**config.mk**
```make
export PLATFORM = sky130hd
export DESIGN_NAME = decoder_flat
export DESIGN_NICKNAME = d
export VERILOG_FILES = /design/src/rtl/decoder_pkg.sv /design/src/rtl/decoder_if.sv /design/src/rtl/decoder_comb.sv /design/src/rtl/decoder.sv /design/src/flat_wrapper.sv
export SDC_FILE = /design/constraint.sdc
export NUM_CORES = 1
export LEC_CHECK = 0
export BUFFER_PORTS_ARGS = -buffer_cell sky130_fd_sc_hd__buf_2
export CAP_MARGIN = 20
export CORE_AREA = 4 4 41 43
export DETAILED_ROUTE_END_ITERATION = 6
export DIE_AREA = 0 0 45 47
export GPL_ROUTABILITY_DRIVEN = 0
export HOLD_SLACK_MARGIN = 0.12
export REMOVE_ABC_BUFFERS = 1
export SETUP_SLACK_MARGIN = 0.1
export SLEW_MARGIN = 20
export SYNTH_ARGS = -nofsm -noshare
export SYNTH_HDL_FRONTEND = slang
export SYNTH_SLANG_ARGS = --single-unit
```
**constraint.sdc**
```tcl
create_clock -name clk -period 1.2 [get_ports clk]
set_clock_uncertainty 0.05 [all_clocks]
set_input_delay 0.24 -clock clk [delete_from_list [all_inputs] [get_ports clk]]
set_output_delay 0.24 -clock clk [all_outputs]
set_load 0.02 [all_outputs]
```
**src/rtl/decoder_pkg.sv**
```systemverilog
// rtl/decoder_pkg.sv - shared decode constants and one-hot mapping
package decoder_pkg;

    localparam int COND_SEL_W  = 2;
    localparam int DEC_MAX_W   = 6;
    localparam int DEC_MAX_OUT = 2 ** DEC_MAX_W;

    // Fixed maximum width; callers zero-extend the select and truncate the result.
    function automatic logic [DEC_MAX_OUT-1:0] onehot_decode(input logic [DEC_MAX_W-1:0] v);
        return DEC_MAX_OUT'(1) << v;
    endfunction

endpackage

```
**src/rtl/decoder_if.sv**
```systemverilog
// rtl/decoder_if.sv - select/enable inputs and decoded outputs bundle
interface decoder_if #(
    parameter int IN_W  = 2,
    parameter int OUT_W = 2 ** IN_W
);
    logic [IN_W-1:0]  in;
    logic             en;
    logic [OUT_W-1:0] out;
    logic [OUT_W-1:0] out_q;
    logic             out_q_valid;

    modport master (output in, output en, input out, input out_q, input out_q_valid);
    modport slave  (input in, input en, output out, output out_q, output out_q_valid);
endinterface

```
**src/rtl/decoder_comb.sv**
```systemverilog
// rtl/decoder_comb.sv - pure combinational binary-to-one-hot decode with enable gate
module decoder_comb
    import decoder_pkg::*;
#(
    parameter int IN_W  = 2,
    parameter int OUT_W = 2 ** IN_W
) (
    input  logic [IN_W-1:0]  in,
    input  logic             en,
    output logic [OUT_W-1:0] out
);

    always_comb begin
        out = '0;
        if (en) begin
            out = OUT_W'(onehot_decode(DEC_MAX_W'(in)));
        end
    end

endmodule

```
**src/rtl/decoder.sv**
```systemverilog
// rtl/decoder.sv - one-hot decoder with combinational output and registered copy
module decoder
    import decoder_pkg::*;
#(
    parameter int IN_W  = COND_SEL_W,
    parameter int OUT_W = 2 ** IN_W
) (
    input  logic     clk,
    input  logic     rst_n,
    decoder_if.slave bus
);

    logic [OUT_W-1:0] dec;

    decoder_comb #(
        .IN_W  (IN_W),
        .OUT_W (OUT_W)
    ) u_comb (
        .in  (bus.in),
        .en  (bus.en),
        .out (dec)
    );

    assign bus.out = dec;

    // Registered copy reuses the gated decode; en=0 holds the last capture.
    always_ff @(posedge clk) begin
        if (!rst_n) begin
            bus.out_q       <= '0;
            bus.out_q_valid <= 1'b0;
        end else if (bus.en) begin
            bus.out_q       <= dec;
            bus.out_q_valid <= 1'b1;
        end else begin
            bus.out_q_valid <= 1'b0;
        end
    end

`ifdef SIMULATION
    if (IN_W < 1 || IN_W > DEC_MAX_W || OUT_W != 2 ** IN_W) begin : g_param_check
        $error("decoder: illegal IN_W/OUT_W combination");
    end

    a_onehot0 : assert property (@(posedge clk) $onehot0(bus.out));
    a_onehot  : assert property (@(posedge clk) bus.en |-> $onehot(bus.out));
    a_in_known: assert property (@(posedge clk) bus.en |-> !$isunknown(bus.in));
`endif

endmodule

```
**src/flat_wrapper.sv**
```systemverilog
// flat-port wrapper written by rule: the top's interface ports become plain ports
module decoder_flat import decoder_pkg::*;
#(
    parameter int IN_W  = COND_SEL_W,
    parameter int OUT_W = 2 ** IN_W
)
  (clk, rst_n, bus_in, bus_en, bus_out, bus_out_q, bus_out_q_valid);
  decoder_if #(.IN_W(IN_W), .OUT_W(OUT_W)) bus_i ();
  input  logic clk;
  input  logic rst_n;
  input wire logic [$bits(bus_i.in)-1:0] bus_in;
  input wire logic [$bits(bus_i.en)-1:0] bus_en;
  output wire logic [$bits(bus_i.out)-1:0] bus_out;
  output wire logic [$bits(bus_i.out_q)-1:0] bus_out_q;
  output wire logic [$bits(bus_i.out_q_valid)-1:0] bus_out_q_valid;
  assign bus_i.in = bus_in;
  assign bus_i.en = bus_en;
  assign bus_out = bus_i.out;
  assign bus_out_q = bus_i.out_q;
  assign bus_out_q_valid = bus_i.out_q_valid;
  decoder #(.IN_W(IN_W), .OUT_W(OUT_W)) u_core (.clk(clk), .rst_n(rst_n), .bus(bus_i));
endmodule
```
==> impl_summary.log <==
[metrics] Core Box Area: 1300 sq um
[metrics] register bit total from synthesis: 5
[metrics] total of fill cells in the finished design: 148
[metrics] proportion of power drawn by combinational gates: 14.4%
[metrics] wire length per cell: 10.0 microns
[metrics] mean instance size in the synthesized netlist: 10.6 sq um
[metrics] switching power as a share of total power: 25.9%
[metrics] Sequential Power Share: 39.8%
[metrics] maximum clock rate: 0.950 GHz
[metrics] startpoint of the lowest-slack register-to-register path: u_core.bus.out_q[2]
[metrics] utilization after layout: 25.7%
[metrics] busiest metal layer after global routing: met2
[metrics] clock latency of the later-clocked register in the worst-skew pair: 0.25 ns
[metrics] vias: 201
[metrics] Reg2Reg Depth: 2
[metrics] met2 track utilization from global routing: 9.60%
[metrics] Post-Synthesis Cells: 20
[metrics] via density per instance: 3.79
[metrics] leakage power: 0.176 nW
[metrics] clock slew seen by the registers of the worst setup and hold paths: 0.04 ns
[metrics] n_diodes: 0
[metrics] Cells on Worst Hold Path: 2
[metrics] worst-case hold path end point: u_core.bus.out_q[3]
[metrics] Routed Antenna Nets: 0
[metrics] CTS tree: yes
[metrics] RSZ-0062 raised after global routing: no
[metrics] Required @ worst endpoint: 0.91 ns
[metrics] Tot GR Track Use: 7.19%
[metrics] HP Class: input port to register
[metrics] clk sinks: 5
[metrics] power share of the clock group: 45.7%
[metrics] final critical-path share of the clock period: 87.7%
[metrics] Cell Area, Synth: 211 sq um
[metrics] reg-to-reg critical path endpoint: u_core.bus.out_q[2]
[metrics] final count of pins violating max slew: 0
[metrics] global-route met1 utilization: 7.06%
[metrics] VDD IR-drop max: 464 uV
[metrics] PD cells: 1320 nW/um^2
[metrics] data arrival time at the worst-slack endpoint: 0.76 ns
[metrics] maximum level of the CTS H-tree: 1
[metrics] number of global-route vias before repair: 223
[metrics] DPL Wire Length: 411 microns
[metrics] initial antenna violation count: 0
[metrics] setup TNS after final layout: 0 ns
[metrics] kind of capture point of the worst setup path: primary output
[metrics] grt total ovfl: 0
[metrics] met3 layer usage reported by global route: 6.51%
[metrics] full die area: 2120 sq um
[metrics] maximum buffer depth of the clock tree: 2
[metrics] run status: finished clean
[metrics] wire length after detailed routing: 532 microns
[metrics] I/O Buffers: 13
[metrics] flop-to-flop setup slack: 0.44 ns
[metrics] number of synthesis warnings: 0
[metrics] total of max-cap violations: 0
[metrics] number of failing hold endpoints at the final stage: 0
[metrics] Power Internal: 0.328 mW
[metrics] sequential share of the synthesized area: 47.3%
[metrics] cell row count: 13
[metrics] height of the die: 47 microns
[metrics] Net Switching: 0.115 mW
[metrics] HP Start: rst_n
[metrics] largest net degree at the start of global routing: 10
[metrics] Final Net Count: 44
[metrics] starting utilization of the core area: 16.3%
[metrics] Detailed Routing Iterations Pass 1: 2
[metrics] share of post-route cells with drive strength above 1: 50.0%
[metrics] overall die width: 45 microns
[metrics] DRC violation total after the first TritonRoute iteration: 2
[metrics] cell at the root of the clock tree: sky130_fd_sc_hd__clkbuf_4
[metrics] total power consumption of the routed design: 0.442 mW
[metrics] Max transition margin: 90.2%
[metrics] worst-margin pin slew: 0.146 ns
[metrics] total clock buffers created by CTS: 3
[metrics] wire length of the first global-routing pass: 1000 microns
[metrics] final setup violation count: 0
[metrics] area overhead of the layout relative to synthesis: 58.0%
[metrics] sort of element at the start of the critical path: input port
[metrics] category of the most critical setup path: input port to primary output
[metrics] Post-route DRC: 0
[metrics] number of unique standard cell types used by synthesis: 13
[metrics] crit-path max FO: 4
[metrics] Min Clock Period, post-route: 1.05 ns
[metrics] count of pins on the block boundary: 14
==> stage by stage <==
| step | hold slack (ns) | worst slack [ns] | instance area (sq um) | std cells |
|---|---|---|---|---|
| floorplan | 0.307 | 0.340 | 211 | 20 |
| detailed placement | 0.436 | 0.127 | 295 | 48 |
| global route | 0.238 | 0.0935 | 334 | 53 |
| CTS | 0.215 | 0.125 | 322 | 52 |
| finish | 0.217 | 0.147 | 334 | 53 |
| global placement | 0.435 | 0.132 | 295 | 48 |
==> cell families (layout without fill, tap and decap cells) <==
kind of cell	Yosys count	after routing	share of synthesized area, %
AOI/OAI and AO/OA	4	4	13.0
buffers and inverters	0	18	0
DFF	5	5	47.3
and+or+nand+nor	11	11	39.6
==> registers in the layout, summed over array words and instances, names as in the netlist <==
signal	cells
u_core.bus.out_q	4
u_core.bus.out_q_valid	1
==> cell type report <==
| type | instances | area (sq um) | area share, % |
|---|---|---|---|
| sequential | 5 | 100 | 30.0 |
| timing repair buffer | 14 | 77.6 | 23.2 |
| multi-input combinational | 15 | 111 | 33.3 |
| clock buffer | 4 | 26.3 | 7.87 |
| tap | 15 | 18.8 | 5.62 |
==> worst max-delay path, stage by stage <==
cell,delay [ns]
sky130_fd_sc_hd__buf_2,0.13
sky130_fd_sc_hd__and3b_1,0.23
sky130_fd_sc_hd__buf_2,0.17
==> layer usage <==
layer / part of all wire [%] / up-vias / wire [microns]
met1: 43 / 82 / 229
met2: 39 / 12 / 209
li1: - / 104 / -
met5: 0 / - / 0
met3: 16 / 3 / 83
met4: 1.9 / 0 / 10
==> worst max-delay path by stage <==
stage / slack (ns) / cells after the start / startpoint / end
finish: 0.15 / 3 / bus_in[0] / bus_out[2]
global placement: 0.13 / 3 / bus_in[0] / bus_out[2]
global route: 0.09 / 3 / bus_en / bus_out[0]
floorplan: 0.34 / 2 / bus_in[0] / bus_out[1]
detailed placement: 0.13 / 3 / bus_en / bus_out[0]
CTS: 0.13 / 3 / bus_en / bus_out[0]
==> cell usage after synthesis <==
master / number / area, sq um
sky130_fd_sc_hd__and3_2: 1 / 7.51
sky130_fd_sc_hd__nand2b_1: 1 / 6.26
sky130_fd_sc_hd__and2b_1: 2 / 15.0
sky130_fd_sc_hd__dfxtp_1: 5 / 100
sky130_fd_sc_hd__nand3b_1: 1 / 7.51
sky130_fd_sc_hd__nand2_1: 1 / 3.75
sky130_fd_sc_hd__nor2b_1: 1 / 6.26
sky130_fd_sc_hd__nor2_1: 1 / 3.75
sky130_fd_sc_hd__o21ai_0: 1 / 5.00
sky130_fd_sc_hd__o21a_1: 3 / 22.5
sky130_fd_sc_hd__nor3b_4: 1 / 18.8
sky130_fd_sc_hd__and2_1: 1 / 6.26
sky130_fd_sc_hd__and3b_1: 1 / 8.76
==> power by group through the flow <==
stage	combinational [mW]	sequential (mW)	clock, mW
floorplan	0.0238	0.188	0
finish	0.0638	0.176	0.202
global route	0.0710	0.177	0.220
CTS	0.0617	0.176	0.210
detailed placement	0.0614	0.179	0
global placement	0.0614	0.179	0
==> cell usage in the layout, fill, tap and decap left out, types with 2 or more instances in the layout <==
master / count
sky130_fd_sc_hd__clkbuf_4: 3
sky130_fd_sc_hd__buf_2: 11
sky130_fd_sc_hd__dfxtp_1: 5
sky130_fd_sc_hd__buf_4: 3
sky130_fd_sc_hd__and2b_1: 2
sky130_fd_sc_hd__o21a_1: 3
==> timing repair <==
item                       4_1_cts  5_1_grt
setup endpoints to repair        0        2
hold buffers                     0        0
resized for setup                0        2
buffers inserted                 0        1
Power figures use the tool's default switching activity.
